### src/rtl/mac_pkg.sv
// Shared types and constants for the RMII Ethernet transmit engine.
package mac_pkg;

  typedef enum logic [2:0] {
    IDLE,
    PRE,
    SFD,
    HDR,
    PAY,
    PAD,
    FCS,
    IFG
  } mac_state_e;

  localparam logic [47:0] DST_MAC  = 48'hFF_FF_FF_FF_FF_FF;
  localparam logic [47:0] SRC_MAC  = 48'h00_0A_35_00_01_02;
  localparam logic [15:0] ETH_TYPE = 16'h88B5;

  localparam logic [10:0] MAX_PAYLOAD = 11'd1500;
  localparam logic [10:0] MIN_PAYLOAD = 11'd46;

  localparam logic [3:0] PRE_BYTES = 4'd7;
  localparam logic [3:0] HDR_BYTES = 4'd14;
  localparam logic [3:0] FCS_BYTES = 4'd4;
  localparam logic [3:0] IFG_BYTES = 4'd12;

  localparam logic [7:0] PREAMBLE_BYTE = 8'h55;
  localparam logic [7:0] SFD_BYTE      = 8'hD5;

  localparam logic [31:0] CRC_POLY_REFL = 32'hEDB88320;
  localparam logic [31:0] CRC_INIT      = 32'hFFFFFFFF;
  localparam logic [31:0] CRC_RESIDUE   = 32'hDEBB20E3;

  // Header byte idx (0..13): DA, SA, EtherType, each MSB byte first.
  function automatic logic [7:0] hdr_byte(input logic [3:0] idx);
    logic [111:0] hdr;
    hdr = {DST_MAC, SRC_MAC, ETH_TYPE} << {idx, 3'b000};
    return hdr[111:104];
  endfunction

endpackage

### src/rtl/crc32_d8.sv
// Combinational CRC-32 next-state over one byte, reflected (LSB-first) form.
module crc32_d8
  import mac_pkg::*;
(
  input  logic [31:0] crc_in,
  input  logic [7:0]  data,
  output logic [31:0] crc_out
);

  always_comb begin
    crc_out = crc_in;
    for (int i = 0; i < 8; i++) begin
      crc_out = (crc_out[0] ^ data[i]) ? ((crc_out >> 1) ^ CRC_POLY_REFL) : (crc_out >> 1);
    end
  end

endmodule

### src/rtl/mac_tx.sv
// RMII transmit engine: preamble, SFD, fixed header, payload, padding and FCS,
// serialised as 2-bit dibits LSB-first, four clocks per byte.
module mac_tx
  import mac_pkg::*;
(
  input  logic       clk,
  input  logic       rst_n,
  input  logic [7:0] s_data,
  input  logic       s_valid,
  input  logic       s_last,
  output logic       s_ready,
  output logic       busy,
  output logic [1:0] txd,
  output logic       tx_en
);

  mac_state_e  state;
  logic [3:0]  byte_cnt;
  logic [1:0]  dibit_cnt;
  logic [5:0]  shifter;
  logic [10:0] pay_cnt;
  logic        pay_done;
  logic [31:0] crc_reg;
  logic [31:0] crc_next;
  logic [7:0]  next_byte;
  logic        byte_end;
  logic        pay_slot;

  assign byte_end = (dibit_cnt == 2'd3);

  // Byte boundary at which an upstream byte must be taken (or the frame aborted).
  assign pay_slot = ((state == HDR) && (byte_cnt == HDR_BYTES - 4'd1)) ||
                    ((state == PAY) && !pay_done);

  always_comb begin
    next_byte = 8'h00;
    case (state)
      PRE: next_byte = (byte_cnt == PRE_BYTES - 4'd1) ? SFD_BYTE : PREAMBLE_BYTE;
      SFD: next_byte = hdr_byte(4'd0);
      HDR: next_byte = (byte_cnt == HDR_BYTES - 4'd1) ? s_data : hdr_byte(byte_cnt + 4'd1);
      PAY: begin
        if (!pay_done)                  next_byte = s_data;
        else if (pay_cnt < MIN_PAYLOAD) next_byte = 8'h00;
        else                            next_byte = ~crc_reg[7:0];
      end
      PAD: next_byte = (pay_cnt == MIN_PAYLOAD) ? ~crc_reg[7:0] : 8'h00;
      FCS: begin
        case (byte_cnt[1:0])
          2'd0:    next_byte = ~crc_reg[15:8];
          2'd1:    next_byte = ~crc_reg[23:16];
          default: next_byte = ~crc_reg[31:24];
        endcase
      end
      default: next_byte = 8'h00;
    endcase
  end

  crc32_d8 u_crc (
    .crc_in  (crc_reg),
    .data    (next_byte),
    .crc_out (crc_next)
  );

  always_ff @(posedge clk or negedge rst_n) begin
    if (!rst_n) begin
      state     <= IDLE;
      byte_cnt  <= '0;
      dibit_cnt <= '0;
      shifter   <= '0;
      pay_cnt   <= '0;
      pay_done  <= 1'b0;
      crc_reg   <= CRC_INIT;
      txd       <= 2'b00;
      tx_en     <= 1'b0;
      s_ready   <= 1'b0;
      busy      <= 1'b0;
    end else begin
      s_ready <= 1'b0;
      if (state == IDLE) begin
        if (s_valid) begin
          state     <= PRE;
          byte_cnt  <= '0;
          dibit_cnt <= '0;
          txd       <= PREAMBLE_BYTE[1:0];
          shifter   <= PREAMBLE_BYTE[7:2];
          tx_en     <= 1'b1;
          busy      <= 1'b1;
          crc_reg   <= CRC_INIT;
          pay_cnt   <= '0;
          pay_done  <= 1'b0;
        end
      end else if (state == IFG) begin
        dibit_cnt <= dibit_cnt + 2'd1;
        if (byte_end) begin
          if (byte_cnt == IFG_BYTES - 4'd1) begin
            state    <= IDLE;
            busy     <= 1'b0;
            byte_cnt <= '0;
          end else begin
            byte_cnt <= byte_cnt + 4'd1;
          end
        end
      end else begin
        dibit_cnt <= dibit_cnt + 2'd1;
        if (!byte_end) begin
          txd     <= shifter[1:0];
          shifter <= {2'b00, shifter[5:2]};
          s_ready <= (dibit_cnt == 2'd2) && pay_slot;
        end else begin
          txd     <= next_byte[1:0];
          shifter <= next_byte[7:2];
          if (pay_slot) begin
            if (s_valid) begin
              state    <= PAY;
              crc_reg  <= crc_next;
              pay_cnt  <= pay_cnt + 11'd1;
              pay_done <= s_last || (pay_cnt == MAX_PAYLOAD - 11'd1);
            end else begin
              // Underrun: drop the frame without FCS and go straight to the gap.
              state    <= IFG;
              tx_en    <= 1'b0;
              txd      <= 2'b00;
              byte_cnt <= '0;
            end
          end else begin
            case (state)
              PRE: begin
                byte_cnt <= byte_cnt + 4'd1;
                if (byte_cnt == PRE_BYTES - 4'd1) state <= SFD;
              end
              SFD: begin
                state    <= HDR;
                byte_cnt <= '0;
                crc_reg  <= crc_next;
              end
              HDR: begin
                byte_cnt <= byte_cnt + 4'd1;
                crc_reg  <= crc_next;
              end
              PAY, PAD: begin
                if (pay_cnt < MIN_PAYLOAD) begin
                  state   <= PAD;
                  crc_reg <= crc_next;
                  pay_cnt <= pay_cnt + 11'd1;
                end else begin
                  state    <= FCS;
                  byte_cnt <= '0;
                end
              end
              FCS: begin
                if (byte_cnt == FCS_BYTES - 4'd1) begin
                  state    <= IFG;
                  tx_en    <= 1'b0;
                  txd      <= 2'b00;
                  byte_cnt <= '0;
                end else begin
                  byte_cnt <= byte_cnt + 4'd1;
                end
              end
              default: state <= IDLE;
            endcase
          end
        end
      end
    end
  end

endmodule

### config.mk
export PLATFORM = sky130hd
export DESIGN_NAME = mac_tx
export DESIGN_NICKNAME = d
export VERILOG_FILES = /design/src/rtl/mac_pkg.sv /design/src/rtl/crc32_d8.sv /design/src/rtl/mac_tx.sv
export SDC_FILE = /design/constraint.sdc
export NUM_CORES = 1
export LEC_CHECK = 0
export BUFFER_PORTS_ARGS = -buffer_cell sky130_fd_sc_hd__buf_4
export CAP_MARGIN = 20
export CORE_ASPECT_RATIO = 0.7
export CORE_MARGIN = 8
export CORE_UTILIZATION = 35
export CTS_BUF_LIST = sky130_fd_sc_hd__clkbuf_8
export DETAILED_ROUTE_END_ITERATION = 10
export PLACE_DENSITY = 0.54
export SLEW_MARGIN = 0
export SYNTH_ARGS = -nofsm -noshare
export SYNTH_HDL_FRONTEND = slang
export SYNTH_SLANG_ARGS = --single-unit
### constraint.sdc
create_clock -name clk -period 3.25 [get_ports clk]
set_input_delay 0.1625 -clock clk [delete_from_list [all_inputs] [get_ports clk]]
set_output_delay 0.1625 -clock clk [all_outputs]
set_load 0.005 [all_outputs]
==> out/metrics.yaml <==
status:
  status: "finished, final reports clean"
synth:
  yosys.area_share.simple: 0.199
  synth_nets: 568
  async_flop_share: 1.00
  synth_top_family_by_area: "compound AO/OA/AOI/OAI gates"
  ys_seq_area_frac: 0.326
  synth_top_area_frac: 0.167
  synth_compound_area_frac: 0.212
  syn_inst: 545
  synth_area_sq_mm: 0.00503
  yosys_most_used_dff: "dfstp_2"
  synth_seq_cells: 64
  synth_top_cell_by_area: "dfstp_2"
  synth_xor_area_frac: 0.155
  synthMuxAreaShare: 0.0353
  synth-edff-count: 0
  synth_warnings: 0
  synth_area_leaders: "dfstp_2 (17%), dfrtp_1 (16%), xnor2_1 (6.4%)"
  synth_fa_ha_area_frac: 0.0274
  syn_avg_cell_area_sq_um: 9.23
  ys_types: 76
sta:
  worst_slew_pin_slew_ps: 860
  finClkSkew_ps: 8.96
  clock.fmax_mhz: 323
  period_share: 0.954
  hold_viol: 0
  rsz0062_at_grt: "yes"
  worst_slack_ps: 150
  timing.slew.headroom: 0.427
  min_period_ps: 3100
  maxSlewViolCount: 0
  hold_ws_ps: 167
  finalSetupViolations: 0
finish:
  fill_cells: 1386
  area_delta_synth_final_pct: 19.4
  layout_common_cells: "nor2_1 (73), buf_4 (61), a21oi_1 (56)"
  antenna_cells: 0
  stdcell_area_sq_mm: 0.00601
  largest_reg_flops: 32
  mostFrequentLayoutCell: "nor2_1"
  multi_input_area_sq_mm: 0.00322
  drive_above_1_share: 0.277
  final-seq-area_sq_mm: 0.00164
  final_nets: 620
die:
  pin_count: 17
  fp-row-count: 36
  start_util: 0.360
  coreArea_sq_mm: 0.0140
  die_w_microns: 159
  die_height_microns: 116
  dieArea_sq_mm: 0.0185
drt:
  wl_microns: 14400
  drc_errors: 0
  route.top_layer_used: "met4"
  met1_length_microns: 7600
  drt_pass1_iterations: 5
  drt_iter0_markers: 345
  wl_met2_microns: 5890
  vias_per_cell: 5.43
  wl_per_cell_microns: 18.2
  dr_wl_met3_microns: 779
  antenna_left: 0
  vias: 4297
clock_network:
  cts_tree: "done"
  cts_root_buffer: "clkbuf_8"
  clock_latency_ps: 370
  cts.htree.levels: 3
  cts.sinks: 64
  cts_buffers: 9
  clkTransAtPathRegs_ps: 70
  cts_buffer_depth: 2
hold_path:
  min-delay-path-class: "in -> reg"
  holdPathEnd: "pay_done$_DFFE_PN0P_"
  hold_start: "s_valid"
  holdPathStages: 3
place:
  dp_hpwl_microns: 10500
  place_area_sq_mm: 0.00562
  gp_congestion: 0.864
  io_buffers: 16
  pre_cts_slack_ps: -70.7
critical_path:
  critPathArrivalTime_ps: 3380
  r2r_start: "byte_cnt[1]$_DFFE_PN0P_"
  r2r_end: "crc_reg[5]$_DFFE_PN1P_"
  crit_path_start: "byte_cnt[1]$_DFFE_PN0P_"
  cp_max_fo: 15
  crit_required_ps: 3530
  startpoint_type: "register"
  path_class: "reg -> reg"
  cp-end-kind: "register"
  reg2reg_setup_slack_ps: 150
  reg2reg_depth: 14
global_route:
  grt_pass1_vias: 3982
  grt_pass1_wl_microns: 22700
  grt_usage: 0.157
  grt_antenna_before_repair: 0
  gr-total-overflow: 0
  grt_max_degree: 65
job:
  drv_cap: 0
-- metal layers --
metal | vias up | GRT usage
met2 | 120 | 0.217
met4 | 0 | 0.0401
li1 | 2029 | -
met5 | - | 0
met3 | 9 | 0.0373
met1 | 2139 | 0.237
-- Yosys cell counts (all sizes together), types with 4 or more instances --
library cell and instances:
a2111oi 9, a211o 4, a21oi 60, and2 5, and3 5, buf 16, clkbuf 14, dfrtp 32
dfstp 32, ha 11, inv 16, mux2i 9, nand2 33, nand2b 5, nand3 13, nand4 6
nor2 73, nor2b 16, nor3 17, o211ai 7, o21ai 31, or3 4, xnor2 49, xor2 21
-- through the flow --
stage	TNS, ps	cells	utilization
5_1_grt	-50.9	792	0.430
6_report	0	792	0.430
2_1_floorplan	0	545	-
3_5_place_dp	-477	766	0.403
4_1_cts	0	783	0.419
3_3_place_gp	-141	766	0.403
-- cell type report --
cell class | instances | share of cell area
multi-input combinational | 435 | 0.537
timing repair buffer | 71 | 0.106
clock inverter | 7 | 0.0133
clock buffer | 9 | 0.0206
sequential | 64 | 0.273
inverter | 16 | 0.0100
tap | 190 | 0.0396
-- worst max path at each step --
stage                                         end  depth (start not counted)
final                      crc_reg[5]$_DFFE_PN1P_                         14
after detailed placement  crc_reg[22]$_DFFE_PN1P_                         14
after CTS                 crc_reg[18]$_DFFE_PN1P_                         13
after floorplan           crc_reg[20]$_DFFE_PN1P_                         13
after global routing       crc_reg[7]$_DFFE_PN1P_                         15
after global placement    crc_reg[22]$_DFFE_PN1P_                         14
-- worst max-delay path, stage by stage (launching register included) --
cell and delay, ps:
dfrtp_1 380, buf_4 190, ha_4 210, buf_4 170, nand4b_1 170, o211ai_1 110, nand3_1 200, a221oi_2 350
buf_4 190, mux2i_4 240, buf_12 160, xnor2_4 190, xnor2_4 190, xor2_1 180, a21oi_1 80
-- timing repair --
item,in CTS,in global routing
hold buffers,1,0
endpoints found under the setup margin,12,20
setup buffers,0,9
resized for setup,4,12
pin swaps,0,5
hold endpoints to repair,32,0
-- cell families after synthesis --
family | count (synthesis)
AOI/OAI and AO/OA | 149
and+or+nand+nor | 196
muxes | 9
buffers and inverters | 46
DFF | 64
xor gates and xnor gates | 70
adders and majority gates | 11
Power is left out: the tool's default activity adds up to more than one toggle a clock period on the data nets, which glitch-free logic cannot reach.
